[src/rtl/ph_reg3_sync_pkg.sv]
// Shared Tube constants for the parasite-to-host register 3 FIFO.
// Holds the mode encoding and reset data value used by ph_reg3_sync.
package ph_reg3_sync_pkg;

  localparam logic ONE_BYTE = 1'b1;
  localparam logic TWO_BYTE = 1'b0;

  localparam logic [7:0] REG3_RESET_DATA = 8'h00;

  // One-byte mode tracks the first slot; two-byte mode tracks completion of the pair.
  function automatic logic pair_flag(input logic mode, input logic f0, input logic f1);
    pair_flag = (mode == ONE_BYTE) ? f0 : f1;
  endfunction

endpackage

[src/rtl/ph_reg3_flag.sv]
// Single valid flag for one register 3 FIFO slot.
// Clear has priority so a mode flush always empties the slot.
module ph_reg3_flag (
  input  logic clk,
  input  logic rst,
  input  logic set,
  input  logic clr,
  output logic q
);

  // Slot valid state.
  always_ff @(posedge clk) begin
    if (rst) begin
      q <= 1'b0;
    end else if (clr) begin
      q <= 1'b0;
    end else if (set) begin
      q <= 1'b1;
    end else begin
      q <= q;
    end
  end

endmodule

[src/rtl/ph_reg3_sync.sv]
// Parasite-to-host register 3 FIFO (2 bytes), both Tube sides on one clock.
// Define PH_REG3_ERR_EN to add sticky p_overrun/h_underrun flags and err_clr.
module ph_reg3_sync
  import ph_reg3_sync_pkg::*;
(
  input  logic       clk,
  input  logic       rst,
  input  logic       p_phi2_en,
  input  logic       p_selectData,
  input  logic       p_rdnw,
  input  logic [7:0] p_data,
  input  logic       h_phi2_en,
  input  logic       h_selectData,
  input  logic       h_rdnw,
  input  logic       one_byte_mode,
  output logic [7:0] h_data,
  output logic       h_data_available,
  output logic       p_full
`ifdef PH_REG3_ERR_EN
  ,
  input  logic       err_clr,
  output logic       p_overrun,
  output logic       h_underrun
`endif
);

  logic [7:0] byte0;
  logic [7:0] byte1;
  logic       f0;
  logic       f1;
  logic       mode_q;

  logic wr_ev;
  logic rd_ev;
  logic mode_chg;
  logic is_two;
  logic pair_ready;
  logic wr_ok;
  logic rd_ok;
  logic load0;
  logic load1;
  logic clr0;
  logic clr1;

  assign wr_ev = p_phi2_en & p_selectData & ~p_rdnw;
  assign rd_ev = h_phi2_en & h_selectData & h_rdnw;

  // Full and available are the same flag, so a write and a read can never both be accepted.
  always_comb begin
    mode_chg   = (one_byte_mode != mode_q);
    is_two     = (one_byte_mode == TWO_BYTE);
    pair_ready = pair_flag(one_byte_mode, f0, f1);
    wr_ok      = 1'b0;
    rd_ok      = 1'b0;
    load0      = 1'b0;
    load1      = 1'b0;
    clr0       = 1'b0;
    clr1       = 1'b0;
    if (mode_chg) begin
      clr0 = 1'b1;
      clr1 = 1'b1;
    end else begin
      wr_ok = wr_ev & ~pair_ready;
      rd_ok = rd_ev & pair_ready;
      load0 = wr_ok & ~f0;
      load1 = wr_ok & f0 & is_two;
      clr0  = rd_ok & f0;
      clr1  = rd_ok & ~f0 & is_two;
    end
  end

  ph_reg3_flag u_flag0 (
    .clk (clk),
    .rst (rst),
    .set (load0),
    .clr (clr0),
    .q   (f0)
  );

  ph_reg3_flag u_flag1 (
    .clk (clk),
    .rst (rst),
    .set (load1),
    .clr (clr1),
    .q   (f1)
  );

  // Byte storage and registered mode; bytes survive a mode flush.
  always_ff @(posedge clk) begin
    if (rst) begin
      byte0  <= REG3_RESET_DATA;
      byte1  <= REG3_RESET_DATA;
      mode_q <= one_byte_mode;
    end else begin
      mode_q <= one_byte_mode;
      if (load0) begin
        byte0 <= p_data;
      end else begin
        byte0 <= byte0;
      end
      if (load1) begin
        byte1 <= p_data;
      end else begin
        byte1 <= byte1;
      end
    end
  end

  // The second byte is only presented once the first has been consumed.
  always_comb begin
    if (is_two && !f0 && f1) begin
      h_data = byte1;
    end else begin
      h_data = byte0;
    end
  end

  assign h_data_available = pair_ready;
  assign p_full           = pair_ready;

`ifdef PH_REG3_ERR_EN
  logic overrun_set;
  logic underrun_set;

  assign overrun_set  = wr_ev & ~mode_chg & pair_ready;
  assign underrun_set = rd_ev & ~mode_chg & ~pair_ready;

  // Sticky error flags; a new error beats a coincident clear.
  always_ff @(posedge clk) begin
    if (rst) begin
      p_overrun  <= 1'b0;
      h_underrun <= 1'b0;
    end else begin
      if (overrun_set) begin
        p_overrun <= 1'b1;
      end else if (err_clr) begin
        p_overrun <= 1'b0;
      end else begin
        p_overrun <= p_overrun;
      end
      if (underrun_set) begin
        h_underrun <= 1'b1;
      end else if (err_clr) begin
        h_underrun <= 1'b0;
      end else begin
        h_underrun <= h_underrun;
      end
    end
  end
`endif

endmodule

[config.mk]
export PLATFORM = sky130hd
export DESIGN_NAME = ph_reg3_sync
export DESIGN_NICKNAME = d
export VERILOG_FILES = /design/src/rtl/ph_reg3_sync_pkg.sv /design/src/rtl/ph_reg3_flag.sv /design/src/rtl/ph_reg3_sync.sv
export SDC_FILE = /design/constraint.sdc
export NUM_CORES = 1
export LEC_CHECK = 0
export CAP_MARGIN = 20
export CORE_MARGIN = 1.5
export CORE_UTILIZATION = 49
export CTS_BUF_LIST = sky130_fd_sc_hd__clkbuf_16
export DETAILED_ROUTE_END_ITERATION = 10
export HOLD_SLACK_MARGIN = 0.03
export PLACE_DENSITY_LB_ADDON = 0.3
export SLEW_MARGIN = 25
export SYNTH_ARGS = -nofsm -noshare
export SYNTH_HDL_FRONTEND = slang
export SYNTH_SLANG_ARGS = --single-unit
export TNS_END_PERCENT = 100
[constraint.sdc]
create_clock -name clk -period 2.9 [get_ports clk]
set_clock_uncertainty 0.2 [all_clocks]
set_input_delay 0.29 -clock clk [delete_from_list [all_inputs] [get_ports clk]]
set_output_delay 0.29 -clock clk [all_outputs]
set_load 0.01 [all_outputs]
; ---- Word-level counts from Yosys, hierarchy flattened
; Cells that the tools add are included.
[totals]
latchBits = 0
ff_bits = 19
in_bits = 17
elab_cells = 33
ram_bits = 0
romBits = 0
memories = 0
[op_classes]
n_bitwise = 16
muxes = 6
shifts = 0
n_reduce_logical = 5
mul = 0
n_div = 0
eq_ne = 1
magnitude_cmp = 0
addsub = 0
[ops]
columns = op, n
row1 = bitwise AND 1 bit, 12
row2 = two-way mux 8 bit, 1
row3 = two-way mux 1 bit, 5
row4 = NOT 1 bit, 4
row5 = OR reduction 2 bit, 2
row6 = logical AND 1 bit, 2
row7 = zero test 1 bit, 1
row8 = inequality test 1 bit, 1

; ---- Longest topological paths before layout
[logic_depth]
word_depth = 7
ltp_mapped = 5
mapped_depth_nobuf = 3

; ---- Hierarchy
; Synthesis repeated with hierarchy kept, for this count alone.
[hier_totals]
hier_cells = 104
area_unflattened_um2 = 982.2
[modules_own_cells]
columns = module, cells_each, instances, area_each_um2
row1 = ph_reg3_sync, 98, 1, 914.6
row2 = ph_reg3_flag, 3, 2, 33.8

; ---- Worst setup path after synthesis
; OpenSTA, ideal clock, no wires.
[synth_path]
kind = reg-to-output
from = register u_flag1.q
to = output port h_data[0]
path_stages_with_launch = 3
path_slack_ns = 1.108
arrival_ns = 1.302
required_ns = 2.410
path_buffers = 0
cell_sequence = dfxtp_1 nor3b_2 mux2_2
[synth_via]
elab_chain_len = 2
[synth_lines]
columns = item, line_no
row1 = "start, declared", ph_reg3_flag.sv:8  ; output logic q
row2 = "start signal, assigned", ph_reg3_flag.sv:20  ; q <= q;
row3 = logical AND 1 bit, ph_reg3_sync.sv:111  ; if (is_two && !f0 && f1) begin
row4 = two-way mux 8 bit, ph_reg3_sync.sv:111
row5 = "end, declared", ph_reg3_sync.sv:16  ; output logic [7:0] h_data,
; No other way between the ends.

; ---- Worst setup path in the final report
[layout_path]
from = register u_flag1.q
to = output port h_data[4]
; The elaborated chain is that of the path after synthesis.

==> results.md <==
Outcome:
- The run finished with clean final reports.

Floorplanning:
- For this configuration, the core starts out at a cell density of 54.0%.
- The area of the die is 0.00226 mm².
- The die outline height is 47.5 µm.
- The area of the core is 0.00180 mm².
- The width of the die is 47.5 µm.
- Pin placement for this block handled 27 I/O pins.
- The number of rows created at floorplan is 15.

Worst hold path:
- The origin of the worst min-delay path is byte0[2].
- The kind of path behind the tightest hold check is register to register.

Final layout:
- The total non-filler cell area in the finished layout is 0.00134 mm².
- The proportion of layout cells with a drive suffix above 1 is 16.7%.
- From synthesis to final layout, the design area changed by 37.8%.
- The number of nets at the end of the flow is 144.
- The final antenna diode count is 0.

Worst setup path:
- The type of origin of the critical path is a register.
- The worst setup path is captured at a primary output.
- The data required time at the worst endpoint is 2.41 ns.
- The arrival time at the worst endpoint is 1.98 ns.
- The delay of the slowest critical-path stage is 0.48 ns.
- The setup path with the least slack is of type register to primary output.
- The cell family contributing the most delay on the critical path is buffers and inverters.
- The master of the slowest instance on the critical path is clkdlybuf4s50_1.
- The startpoint of the lowest-slack register-to-register path is u_flag0.q.
- Of all nets on the critical path, the largest fanout is 9.
- The critical path goes through nor3b_2 -> buf_4 -> mux2_2 -> clkdlybuf4s50_1.
- Tracing the worst setup path back leads to its startpoint at u_flag1.q.
- The buffering stage count on the worst path with inverters included is 2.

STA:
- The transition time at the pin with the least slew margin is 0.717 ns.
- The clock period minus worst slack is 2.47 ns.
- The final clock period utilization by the worst path is 85.1%.
- The final count of negative-setup-slack endpoints is 0.
- After routing, the total negative slack on setup checks comes to 0 ns.
- The worst setup slack after layout is 0.433 ns.
- The final number of max-transition violations is 0.
- Derived from the worst setup path, the maximum achievable clock frequency is 0.405 GHz.
- The hold violation count in the final report came to 0.
- The worst slew margin relative to its limit is 52.0%.
- Final hold analysis gives a worst-case slack of 0.270 ns.
- Setup repair after global routing left no endpoint under its margin.

Synthesis:
- The total number of yosys warnings is 0.
- A synthesized cell averages 9.92 µm².
- The number of nets in the synthesized netlist is 115.
- The netlist area before placement is 972 µm².
- Sequential elements use 39.1% of the synthesized area.
- The number of cells produced by synthesis is 98.
- Yosys mapped the design onto 22 distinct sky130hd cell types.
- The flip-flop and latch count after synthesis is 19.

Clock tree:
- Post-CTS timing repair inserted 0 buffers for setup.
- The clock passes through at most 2 buffers.
- The clock net in this run drives a total of 19 sinks.
- Clock tree synthesis inserted a total of 3 buffers.
- In this run, post-CTS hold repair placed 0 buffers.
- The clock reaches the later pin of the worst-skew pair after 0.25 ns.
- After clock tree synthesis, the repair step resized 0 gates.
- In this run the clock root is driven by a clkbuf_16.
- TritonCTS built the clock tree.
- Clock-pin slew was measured on the worst setup and hold paths at 0.05 ns.
- The count of H-tree levels built during CTS is 1.

Placement:
- At the end of routability-driven placement, the weighted congestion stood at 0.741.
- The number of input and output port buffers inserted is 26.
- Summing all placed instances gives a cell area of 0.00126 mm².
- The HPWL reported at the end of detailed placement is 1.57 mm.
- The worst-case setup slack after placement is 0.480 ns.

Pwr:
- The completed layout was analyzed and its total power is 621 µW.
- Across the VDD grid, the largest voltage drop is 0.000344 V.
- Dividing total power by cell area gives a power density of 463 mW/mm².
- The internal power consumption is 490 µW.
- In this run switching power makes up 21.1% of total power.
- For this design the total switching power over the nets is 131 µW.
- The share of total power dissipated in combinational logic is 10.9%.
- Of the total power, the clock network draws 45.8%.
- In this run the static leakage power is 0.000469 µW.
- The relative contribution of sequential cells to total power is 43.3%.

Detailed routing:
- The per-cell via count in the routed design is 5.66.
- The detailed router placed 854 vias in this run.
- The detail route stage leaves a number of antenna-violating nets equal to 0.
- The first-pass iteration count of the detailed router is 4.
- After detailed routing, the number of remaining DRC violations is 0.
- The routed wire length is 2.43 mm.
- The first routing iteration left 19 violations.
- The routed length per placed instance is 16.1 µm.

Global routing:
- The initial antenna violation count is 0.
- Global routing used 24.1% of the available tracks.
- The first-pass GRT wire length is 3.69 mm.
- Entering global routing, the biggest net connects 27 pins.
- The via count of the first global-routing pass is 866.
- The total overflow left after global routing is 0.

Run:
- The tool flagged a number of max-cap violations equal to 0.
[synth_stat cells, drive strengths merged]
master | instances | area share (%)
nand2b | 16 | 10
or4b | 1 | 1.0
nand2 | 1 | 0.39
dfxtp | 19 | 39
inv | 2 | 0.77
nand3 | 9 | 4.6
and3b | 1 | 0.90
xor2 | 1 | 2.8
o21ai | 9 | 4.6
nor3b | 1 | 1.3
nand3b | 1 | 0.77
buf | 2 | 1.9
nor4 | 1 | 0.64
a2111oi | 1 | 2.8
mux2 | 8 | 9.3
nor4b | 1 | 1.5
mux2i | 9 | 9.3
clkbuf | 4 | 1.5
a211oi | 1 | 0.77
a21oi | 9 | 4.6
and4 | 1 | 0.90
[area by class of cell]
| cell class | count | area (µm²) |
|---|---|---|
| Multi-Input combinational cell | 71 | 551 |
| Fill cell | 145 | 462 |
| Sequential cell | 19 | 380 |
| Timing Repair Buffer | 30 | 290 |
| Clock buffer | 3 | 75.1 |
| Tap cell | 25 | 31.3 |
| Inverter | 2 | 7.51 |
| Clock inverter | 1 | 5.00 |
[cells in the final DEF, fill, tap and decap left out, drive strengths merged]
cell / count
a211oi: 1
nor4: 1
inv: 2
xor2: 1
o21ai: 9
mux2i: 9
nand2: 1
nand3b: 1
and3b: 1
buf: 4
or4b: 1
nand2b: 16
nor3b: 1
clkinv: 1
a2111oi: 1
and4: 1
nand3: 9
clkdlybuf4s50: 26
a21oi: 9
mux2: 8
nor4b: 1
clkbuf: 3
dfxtp: 19
[worst paths after layout]
kind	endpoint	slack (ns)	cells after the start
worst min-delay path	byte0[2]	0.27	2
worst max register to register	byte1[4]	0.93	3
worst min register to register	byte0[2]	0.27	2
worst max-delay path	h_data[4]	0.43	4
[kinds of logic after synthesis]
| group | Yosys count | synth area share, % |
|---|---|---|
| simple gates | 33 | 22.4 |
| flops | 19 | 39.1 |
| compound gates | 20 | 12.9 |
| buf+inv | 8 | 4.25 |
| xor+xnor | 1 | 2.83 |
| mux | 17 | 18.5 |
[routing by layer]
metal  up-vias  part of all wire [%]  global-route usage [%]
met3        15                   6.0                    7.92
met4         0                   4.4                    12.4
met2        41                    52                    42.7
met1       395                    38                    25.3
met5         -                     0                       0
li1        403                     -                       -
[tightest hold or removal path, cell delays in order, from the launching register on]
cell and delay (ns):
dfxtp_1 0.30, nand2b_1 0.06, mux2i_1 0.06
[power by group through the flow]
stage          Sequential (µW)  Clock (µW)  Combinational (µW)
2_1_floorplan              274           0                32.0
3_3_place_gp               274           0                65.3
3_5_place_dp               274           0                67.1
4_1_cts                    269         288                68.2
5_1_grt                    269         304                72.3
6_report                   269         284                67.9
[state kept, by name (all words and copies together), names as in the netlist]
register   flops
u_flag0.q      1
byte1          8
mode_q         1
u_flag1.q      1
byte0          8
[per-stage QoR]
step | cells | utilization, %
2_1_floorplan | 98 | -
3_5_place_dp | 147 | 69.9
3_3_place_gp | 147 | 69.9
4_1_cts | 151 | 74.4
6_report | 151 | 74.4
5_1_grt | 151 | 74.4
Note: power is estimated with default switching activity, not from simulation.
